[config.mk]
export PLATFORM = sky130hd
export DESIGN_NAME = rbi_mem_req_port_flat
export DESIGN_NICKNAME = d
export VERILOG_FILES = /design/src/rtl/rbi_mem_req_port_if.sv /design/src/rtl/rbi_mem_req_port.sv /design/src/flat_wrapper.sv
export SDC_FILE = /design/constraint.sdc
export NUM_CORES = 1
export LEC_CHECK = 0
export CAP_MARGIN = 20
export CORE_AREA = 4 4 281 283
export CTS_BUF_LIST = sky130_fd_sc_hd__clkbuf_4
export DETAILED_ROUTE_END_ITERATION = 7
export DIE_AREA = 0 0 285 287
export HOLD_SLACK_MARGIN = 0.15
export PLACE_DENSITY = 0.51
export SETUP_SLACK_MARGIN = 0.05
export SLEW_MARGIN = 20
export SYNTH_ARGS = -nofsm -noshare
export SYNTH_HDL_FRONTEND = slang
export SYNTH_SLANG_ARGS = --single-unit
[constraint.sdc]
create_clock -name clock -period 5.1 [get_ports clock]
set_clock_uncertainty 0.2 [all_clocks]
set_input_delay 1.02 -clock clock [delete_from_list [all_inputs] [get_ports clock]]
set_output_delay 1.02 -clock clock [all_outputs]
set_load 0.01 [all_outputs]
[src/rtl/rbi_mem_req_port_if.sv]
// Bundle of the ring slot (in/out) and the client request/response handshake
// for one RBI requester node.
interface rbi_mem_req_port_if;
  logic [15:0]  memSeqIn;
  logic [15:0]  memOpmIn;
  logic [47:0]  memAddrIn;
  logic [127:0] memDataIn;
  logic [15:0]  memSeqOut;
  logic [15:0]  memOpmOut;
  logic [47:0]  memAddrOut;
  logic [127:0] memDataOut;
  logic         reqValid;
  logic         reqReady;
  logic         reqWrite;
  logic [47:0]  reqAddr;
  logic [127:0] reqData;
  logic         respValid;
  logic         respReady;
  logic [127:0] respData;
  logic         respErr;
  logic         busy;

  modport slave (
    input  memSeqIn, memOpmIn, memAddrIn, memDataIn,
    input  reqValid, reqWrite, reqAddr, reqData, respReady,
    output memSeqOut, memOpmOut, memAddrOut, memDataOut,
    output reqReady, respValid, respData, respErr, busy
  );

  modport master (
    output memSeqIn, memOpmIn, memAddrIn, memDataIn,
    output reqValid, reqWrite, reqAddr, reqData, respReady,
    input  memSeqOut, memOpmOut, memAddrOut, memDataOut,
    input  reqReady, respValid, respData, respErr, busy
  );
endinterface

[src/rtl/rbi_mem_req_port.sv]
// RBI ring requester node: injects one LDX/STX per client request into an idle
// slot, strips responses addressed to this node, retries on timeout.
module rbi_mem_req_port #(
  parameter int unsigned TIMEOUT_CYC = 1023,
  parameter int unsigned MAX_RETRY   = 3
) (
  input  logic                 clock,
  input  logic                 reset,
  input  logic [7:0]           unitNodeId,
  rbi_mem_req_port_if.slave    bus
);

  localparam logic [7:0] JX2_RBI_OPM_IDLE = 8'h00;
  localparam logic [7:0] JX2_RBI_OPM_LDX  = 8'h93;
  localparam logic [7:0] JX2_RBI_OPM_STX  = 8'hA3;
  localparam logic [7:0] JX2_RBI_OPM_OKLD = 8'h60;
  localparam logic [7:0] JX2_RBI_OPM_OKST = 8'h70;

  localparam int unsigned TMO_W = (TIMEOUT_CYC < 2) ? 1 : $clog2(TIMEOUT_CYC + 1);
  localparam int unsigned RTY_W = (MAX_RETRY < 1) ? 1 : $clog2(MAX_RETRY + 1);

  typedef enum logic [1:0] {ST_IDLE, ST_SEND, ST_WAIT, ST_RESP} state_t;

  state_t       state, stateNext;
  logic [7:0]   tagCnt, issTag;
  logic [TMO_W-1:0] tmoCnt;
  logic [RTY_W-1:0] retryCnt;
  logic         writeQ;
  logic [47:0]  addrQ;
  logic [127:0] dataQ;
  logic [15:0]  seqQ, opmQ;
  logic [47:0]  ringAddrQ;
  logic [127:0] ringDataQ;
  logic [127:0] respDataQ;
  logic         respErrQ;

  logic slotIdle, forMe, tagHit, tmoHit, retryLeft, issueSlot;

  assign slotIdle  = (bus.memOpmIn[7:0] == JX2_RBI_OPM_IDLE);
  assign forMe     = (bus.memOpmIn[7:6] == 2'b01) && (bus.memSeqIn[15:8] == unitNodeId);
  assign tagHit    = forMe && (bus.memSeqIn[7:0] == issTag);
  assign tmoHit    = (32'(tmoCnt) == TIMEOUT_CYC - 1);
  assign retryLeft = (32'(retryCnt) < MAX_RETRY);
  assign issueSlot = slotIdle && !forMe;

  always_ff @(posedge clock) begin
    if (!reset) state <= ST_IDLE;
    else        state <= stateNext;
  end

  always_comb begin
    stateNext = state;
    unique case (state)
      ST_IDLE: if (bus.reqValid) stateNext = ST_SEND;
      ST_SEND: if (issueSlot)    stateNext = ST_WAIT;
      ST_WAIT: begin
        // A matching response takes priority over a timeout in the same cycle.
        if (tagHit)                   stateNext = ST_RESP;
        else if (tmoHit && retryLeft) stateNext = ST_SEND;
        else if (tmoHit)              stateNext = ST_RESP;
      end
      ST_RESP: if (bus.respReady) stateNext = ST_IDLE;
      default: stateNext = ST_IDLE;
    endcase
  end

  always_comb begin
    bus.reqReady   = (state == ST_IDLE);
    bus.respValid  = (state == ST_RESP);
    bus.busy       = (state != ST_IDLE);
    bus.respData   = respDataQ;
    bus.respErr    = respErrQ;
    bus.memSeqOut  = seqQ;
    bus.memOpmOut  = opmQ;
    bus.memAddrOut = ringAddrQ;
    bus.memDataOut = ringDataQ;
  end

  always_ff @(posedge clock) begin
    if (!reset) begin
      tagCnt    <= '0;
      issTag    <= '0;
      tmoCnt    <= '0;
      retryCnt  <= '0;
      writeQ    <= 1'b0;
      addrQ     <= '0;
      dataQ     <= '0;
      seqQ      <= '0;
      opmQ      <= {8'h00, JX2_RBI_OPM_IDLE};
      ringAddrQ <= '0;
      ringDataQ <= '0;
      respDataQ <= '0;
      respErrQ  <= 1'b0;
    end else begin
      seqQ      <= bus.memSeqIn;
      opmQ      <= bus.memOpmIn;
      ringAddrQ <= bus.memAddrIn;
      ringDataQ <= bus.memDataIn;
      // Anything addressed here is stripped, whether or not it is awaited.
      if (forMe) begin
        seqQ      <= '0;
        opmQ      <= {8'h00, JX2_RBI_OPM_IDLE};
        ringAddrQ <= '0;
        ringDataQ <= '0;
      end

      unique case (state)
        ST_IDLE: if (bus.reqValid) begin
          writeQ   <= bus.reqWrite;
          addrQ    <= bus.reqAddr & ~48'hF;
          dataQ    <= bus.reqData;
          retryCnt <= '0;
        end
        ST_SEND: if (issueSlot) begin
          seqQ      <= {unitNodeId, tagCnt};
          opmQ      <= {8'h00, writeQ ? JX2_RBI_OPM_STX : JX2_RBI_OPM_LDX};
          ringAddrQ <= addrQ;
          ringDataQ <= writeQ ? dataQ : '0;
          issTag    <= tagCnt;
          tagCnt    <= tagCnt + 8'd1;
          tmoCnt    <= '0;
        end
        ST_WAIT: begin
          tmoCnt <= tmoCnt + TMO_W'(1);
          if (tagHit) begin
            respDataQ <= bus.memDataIn;
            respErrQ  <= (bus.memOpmIn[7:0] !=
                          (writeQ ? JX2_RBI_OPM_OKST : JX2_RBI_OPM_OKLD));
          end else if (tmoHit) begin
            if (retryLeft) begin
              retryCnt <= retryCnt + RTY_W'(1);
            end else begin
              respErrQ  <= 1'b1;
              respDataQ <= '0;
            end
          end
        end
        default: ;
      endcase
    end
  end

endmodule

[src/flat_wrapper.sv]
// flat-port wrapper written by rule: the top's interface ports become plain ports
module rbi_mem_req_port_flat 
#(
  parameter int unsigned TIMEOUT_CYC = 1023,
  parameter int unsigned MAX_RETRY   = 3
)
  (clock, reset, unitNodeId, bus_memSeqIn, bus_memOpmIn, bus_memAddrIn, bus_memDataIn, bus_reqValid, bus_reqWrite, bus_reqAddr, bus_reqData, bus_respReady, bus_memSeqOut, bus_memOpmOut, bus_memAddrOut, bus_memDataOut, bus_reqReady, bus_respValid, bus_respData, bus_respErr, bus_busy);
  rbi_mem_req_port_if bus_i ();
  input  logic clock;
  input  logic reset;
  input  logic [7:0] unitNodeId;
  input wire logic [$bits(bus_i.memSeqIn)-1:0] bus_memSeqIn;
  input wire logic [$bits(bus_i.memOpmIn)-1:0] bus_memOpmIn;
  input wire logic [$bits(bus_i.memAddrIn)-1:0] bus_memAddrIn;
  input wire logic [$bits(bus_i.memDataIn)-1:0] bus_memDataIn;
  input wire logic [$bits(bus_i.reqValid)-1:0] bus_reqValid;
  input wire logic [$bits(bus_i.reqWrite)-1:0] bus_reqWrite;
  input wire logic [$bits(bus_i.reqAddr)-1:0] bus_reqAddr;
  input wire logic [$bits(bus_i.reqData)-1:0] bus_reqData;
  input wire logic [$bits(bus_i.respReady)-1:0] bus_respReady;
  output wire logic [$bits(bus_i.memSeqOut)-1:0] bus_memSeqOut;
  output wire logic [$bits(bus_i.memOpmOut)-1:0] bus_memOpmOut;
  output wire logic [$bits(bus_i.memAddrOut)-1:0] bus_memAddrOut;
  output wire logic [$bits(bus_i.memDataOut)-1:0] bus_memDataOut;
  output wire logic [$bits(bus_i.reqReady)-1:0] bus_reqReady;
  output wire logic [$bits(bus_i.respValid)-1:0] bus_respValid;
  output wire logic [$bits(bus_i.respData)-1:0] bus_respData;
  output wire logic [$bits(bus_i.respErr)-1:0] bus_respErr;
  output wire logic [$bits(bus_i.busy)-1:0] bus_busy;
  assign bus_i.memSeqIn = bus_memSeqIn;
  assign bus_i.memOpmIn = bus_memOpmIn;
  assign bus_i.memAddrIn = bus_memAddrIn;
  assign bus_i.memDataIn = bus_memDataIn;
  assign bus_i.reqValid = bus_reqValid;
  assign bus_i.reqWrite = bus_reqWrite;
  assign bus_i.reqAddr = bus_reqAddr;
  assign bus_i.reqData = bus_reqData;
  assign bus_i.respReady = bus_respReady;
  assign bus_memSeqOut = bus_i.memSeqOut;
  assign bus_memOpmOut = bus_i.memOpmOut;
  assign bus_memAddrOut = bus_i.memAddrOut;
  assign bus_memDataOut = bus_i.memDataOut;
  assign bus_reqReady = bus_i.reqReady;
  assign bus_respValid = bus_i.respValid;
  assign bus_respData = bus_i.respData;
  assign bus_respErr = bus_i.respErr;
  assign bus_busy = bus_i.busy;
  rbi_mem_req_port #(.TIMEOUT_CYC(TIMEOUT_CYC), .MAX_RETRY(MAX_RETRY)) u_core (.clock(clock), .reset(reset), .unitNodeId(unitNodeId), .bus(bus_i));
endmodule
# Word level (Yosys, flattened, before mapping)
# Cells that the tools add are included.
word_totals:
  in_bits: 397
  register_bits: 540
  word_cells: 86
  out_inout_bits: 340
classes:
  n_mux: 35
  n_reduce_logical: 17
  add_sub_neg: 3
  eq_ne: 16
  n_lt_le_gt_ge: 1
op_table:
  columns: ["operator", "n"]
  rows:
  - ["$mux 128", 7]
  - ["$mux 48", 3]
  - ["$mux 16", 6]
  - ["$mux 2", 10]
  - ["$pmux 10 s2", 1]
  - ["$eq 8x8->1", 2]
  - ["$add 10x1->10 const B", 1]
  - ["$eq 10x10->1 const B", 1]
  - ["$mux 10", 1]
  - ["$add 8x1->8 const B", 1]
  - ["$logic_not 8->1", 1]
  - ["$ne 2x1->1 const B", 4]
  - ["$ne 8x8->1", 1]
  - ["$pmux 2 s4", 1]
  - ["$reduce_bool 2->1", 4]
  - ["$mux 6", 1]
  - ["$ne 2x2->1 const B", 3]
  - ["$reduce_and 2->1", 3]
  - ["$mux 5", 1]
  - ["$reduce_and 5->1", 1]
  - ["$eq 2x1->1 const B", 2]
  - ["$eq 2x2->1 const B", 2]
  - ["$logic_and 1x1->1", 4]
  - ["$ne 4x1->1 const B", 1]
  - ["other kinds (8)", 10]

# Logic depth before layout (Yosys ltp)
logic_depth:
  depth_word: 6
  mapped_depth: 9
  ltp_nobuf: 7

# Least setup slack after synthesis
# Ideal clock, no wire load.
synth_path:
  path_kind: "input port to flip-flop"
  startpoint: "input unitNodeId[7]"
  endpoint: "register u_core.respDataQ[0] (netlist: u_core.bus.respData[0])"
  arrival_time_ns: 2.368
  n_path_buf: 3
  t_required_ns: 4.821
  setup_slack_ns: 2.453
  setup_time_ns: 0.079
  path_stages: 8
  path_cell_list: "xor2_1 > nor4_2 > nand3_1 > or2_1 > clkbuf_1 > buf_6 > buf_6 > o211ai_1"
synth_via:
  elab_chain_cells: 5
  word_cells_on_any_way: 7
  cone_classes: "eq/ne: 2; mux: 1; reduce/logical: 4"
synth_lines:
  columns: ["item", "line", "text"]
  rows:
  - ["from (decl)", "flat_wrapper.sv:11", "input logic [7:0] unitNodeId;"]
  - ["$eq 8x8->1 *", "rbi_mem_req_port.sv:40", "assign forMe = (bus.memOpmIn[7:6] == 2'b01) && (bus.memSeqIn[15:8] == unitNodeId);"]
  - ["$logic_and 1x1->1 *", "rbi_mem_req_port.sv:40", null]
  - ["$logic_and 1x1->1 *", "rbi_mem_req_port.sv:41", "assign tagHit = forMe && (bus.memSeqIn[7:0] == issTag);"]
  - ["$ne 2x1->1 (no source line) or $reduce_bool 2->1 (tied branches)", null, null]
  - ["$reduce_and 3->1 (no source line)", null, null]
  - ["to (signal assigned)", "rbi_mem_req_port.sv:126", "respDataQ <= bus.memDataIn;"]
  - ["to (decl)", "rbi_mem_req_port.sv:34", "logic [127:0] respDataQ;"]
# Mark *: on every way between the ends. The rest lies on a longest branch, timed or not.
# A chain may end at the register's enable or synchronous reset.

# Worst setup path after layout
layout_path:
  startpoint: "register u_core.state[1]"
  endpoint: "output bus_reqReady"
layout_via:
  elab_chain_cells: 1
layout_lines:
  columns: ["item", "line", "text"]
  rows:
  - ["from (decl)", "rbi_mem_req_port.sv:24", "state_t state, stateNext;"]
  - ["from (signal assigned)", "rbi_mem_req_port.sv:48", "else state <= stateNext;"]
  - ["$logic_not 2->1", "rbi_mem_req_port.sv:68", "bus.reqReady = (state == ST_IDLE);"]
  - ["to (decl)", "flat_wrapper.sv:25", "output wire logic [$bits(bus_i.reqReady)-1:0] bus_reqReady;"]
# No other way between the ends.

==> summary by stage <==
Setup path
The worst register-to-register path begins at u_core.tmoCnt[1]. The type of the setup path with the least slack is register to output port. The required arrival time at the worst endpoint is between 3 and 4 ns.

The setup slack of the most critical reg-to-reg path is 2.33 ns. The worst setup path is captured at an output port. The most critical setup path has its startpoint at u_core.state[1]. The worst register-to-register path ends at u_core.bus.respData[38].

For the worst setup path, the data arrival time is 2.56 ns. The count of cells along the worst register-to-register path is 7. The capture point of the critical path is bus_reqReady. Along the worst path, the maximum fanout reaches 9. The worst setup path is launched from a register.

Route
The routed wirelength normalized by instance count is 20.5 um. The routed via count is 22,400. The post-detailed-route via-to-cell ratio is 4.87. Once detail routing completed, the nets flagged for antenna violations numbered 0.

Summed over all layers, the routed wires come to 94,300 um. For this run, design rule violations remaining after detail routing come to 0. The iteration-0 DRC count of the detailed router is ~1,300. The first-pass iteration count of the detailed router is 5.

CTS
The clock edge transition at the registers on the reported setup and hold paths is about 0.06 ns. The count of H-tree levels built during CTS is 4. The clock drives 540 sinks. The number of buffers inserted by hold repair at cts is 0. The clock passes through at most 3 buffers. The TritonCTS clock tree is done. The cell chosen for the clock root is sky130_fd_sc_hd__clkbuf_4. TritonCTS created about 160 clock buffers.

The later pin in the worst-skew pair is clocked with a latency of just under 1 ns. The number of setup buffers added after CTS is 0. After clock tree synthesis, the repair step resized 0 gates.

Synth
The commonest cells after synthesis are sky130_fd_sc_hd__nand2_1, sky130_fd_sc_hd__dfxtp_1, sky130_fd_sc_hd__a21oi_1. In the post-synthesis netlist, the biggest area contributors are sky130_fd_sc_hd__dfxtp_1, sky130_fd_sc_hd__nand2_1, sky130_fd_sc_hd__a21oi_1. The number of unique standard cell types used by synthesis is 36.

The synthesized netlist cell count is 2,801. Counting flops with an async set or reset pin after synthesis yields a share of 0%. The share of the Yosys chip area taken by registers is 50.3%. The number of nets produced by synthesis is 3,202. The netlist area before placement is 0.0215 mm2. The largest total area in the synthesized netlist belongs to sky130_fd_sc_hd__dfxtp_1. The share of the synthesized area in the top cell type is about half. By instance count, the leading cell after synthesis is sky130_fd_sc_hd__nand2_1. During synthesis, Yosys emitted a total of 0 warnings. Counting flops and latches in the post-synthesis netlist gives 540. The leading register cell type out of synthesis is sky130_fd_sc_hd__dfxtp_1. The mean instance size in the synthesized netlist is 7.68 um2. Yosys mapped a number of flops with a built-in enable equal to 0.

Hold path
The number of cells on the worst hold path is 2. The tightest min-delay check is of the register to register type.

STA
The number of max-slew violations in the final report was 0. Derived from the worst setup path, the maximum achievable clock frequency is 265 MHz. The worst pin sits at a relative slew slack of 22.4%. For the pin with the worst max-slew slack, the measured transition is 1.16 ns. Dividing the final minimum period by the clock period gives 74.1%. Setup repair after global routing left no endpoint under its margin. The final total negative setup slack is 0 ns.

The count of endpoints failing hold in the final timing report is 0. Setup violations remaining at the end of the flow were counted as 0. The worst path needs 3.78 ns of the cycle, external delays included.

Job
Across the run, the number of max-cap violations was 0.

Place
The number of input and output port buffers inserted is 732. The placed wire-length estimate after detailed placement is 60,300 um. In this run, placement finished with an instance count of 4,335.

Routability-driven placement finished with a final weighted congestion of between 0.8 and 0.9.

Floorplanning
The die outline height is between 200 and 300 um. The die width is 285 um. For this configuration, the core starts out at a cell density of 28.0%. The area enclosed by the die boundary is 0.0818 mm2.

In this run the count of I/O pins placed on the die edge is 737. The floorplan has a little over 100 rows. The core region is between 0.07 and 0.08 mm2.

Final layout
The filler-free cell count of the finished design is 4,610. The proportion of layout cells with a drive suffix above 1 is 7.91%. The final-stage net count is 3,857. The growth of design area from synthesis to finish is 45.8%.

Global routing
The largest net degree at the start of global routing is between 150 and 200. The number of global-route vias before repair is 21,900. The number of antenna violations at the first check in global routing was 21. The global-route wire length before repair is 140,000 um. The global-route usage over all layers is 22.0%. The sum of overflow across all layers after global routing is 0.

Power and ir drop
Power comes to 0.00937 W. The peak supply drop is 0.000156 V. Summed over all cells, the static leakage comes to approximately 11 nW. Dividing total power by cell area gives a power density of 299 mW/mm2.

Status
The run finished with clean final reports.
routing by layer:
layer / GRT usage [%] / share of wire (%) / vias to the layer above
met4: 9.05 / 3.1 / 10
met5: 0 / 0.063 / -
met2: 36.9 / 48 / 835
li1: - / - / 10900
met1: 25.9 / 40 / 10500
met3: 7.56 / 8.4 / 174
critical path: stages, from the launching register on:
cell and delay, ns:
sky130_fd_sc_hd__dfxtp_1 0.39, sky130_fd_sc_hd__nor2_1 0.59, sky130_fd_sc_hd__clkdlybuf4s50_1 0.67
report_power, final:
group | internal (W) | switching [W] | total [W] | leakage (nW)
combinational | 0.000527 | 0.000447 | 0.000974 | 5.94
clock | 0.00199 | 0.00196 | 0.00395 | 1.10
sequential | 0.00439 | 0.0000615 | 0.00445 | 4.43
total | 0.00690 | 0.00247 | 0.00937 | 11.5
layout by cell type (no fill, tap or decap), drive strengths merged, types with 28 or more instances in the layout:
cell type      netlist  layout
o21ai              137     137
clkbuf             212     221
nand3              275     275
clkdlybuf4s50        0     731
clkinv               1      28
nor2               208     208
a32oi               50      50
buf                 55      30
nand2              763     763
a21oi              335     335
dfxtp              540     540
o211ai             129     129
cell type report:
type | count | area, um2
antenna | 17 | 42.5
timing repair buffer | 761 | 7750
tap | 1040 | 1300
fill | 8011 | 45400
inverter | 5 | 26.3
clock inverter | 37 | 198
clock buffer | 221 | 1660
multi-input combinational | 1989 | 9560
sequential | 540 | 10800
worst min path at each step:
| stage | from | end | slack, ns |
|---|---|---|---|
| final | u_core.addrQ[15] | u_core.bus.memAddrOut[15] | 0.18 |
| after global routing | u_core.addrQ[15] | u_core.bus.memAddrOut[15] | 0.20 |
| after CTS | u_core.addrQ[20] | u_core.bus.memAddrOut[20] | 0.17 |
| after detailed placement | u_core.addrQ[23] | u_core.bus.memAddrOut[23] | 0.24 |
| after global placement | u_core.addrQ[23] | u_core.bus.memAddrOut[23] | 0.24 |
| after floorplan | u_core.addrQ[10] | u_core.bus.memAddrOut[10] | 0.23 |
flip-flops by register name, indices dropped and copies added, names as in the netlist:
register and cells:
u_core.bus.memOpmOut 16, u_core.issTag 8, u_core.bus.respErr 1, u_core.retryCnt 2, u_core.tmoCnt 10, u_core.addrQ 44, u_core.writeQ 1, u_core.bus.memDataOut 128
u_core.dataQ 128, u_core.state 2, u_core.bus.memAddrOut 48, u_core.tagCnt 8, u_core.bus.memSeqOut 16, u_core.bus.respData 128
stage by stage:
step | area (um2) | worst slack, ns | hold WS [ns] | util [%]
after floorplan | 21500 | 2.45 | 0.232 | -
after global placement | 29400 | 0.948 | 0.241 | 38.4
after detailed placement | 29400 | 0.937 | 0.243 | 38.4
after CTS | 31300 | 1.14 | 0.174 | 40.8
after global routing | 31300 | 1.09 | 0.197 | 40.9
final | 31300 | 1.32 | 0.179 | 40.9
kinds of logic (layout without fill, tap and decap cells):
| logic type | Yosys count | after routing | synth area share [%] |
|---|---|---|---|
| and+or+nand+nor | 1298 | 1298 | 25.0 |
| AOI/OAI and AO/OA | 662 | 662 | 17.9 |
| DFF | 540 | 540 | 50.3 |
| buffers and inverters | 272 | 1024 | 5.57 |
| xor gates and xnor gates | 23 | 23 | 0.937 |
| adders and majority gates | 4 | 4 | 0.233 |
| muxes | 2 | 2 | 0.0931 |
| other | 0 | 17 | 0 |
Note: power is estimated with default switching activity, not from simulation.
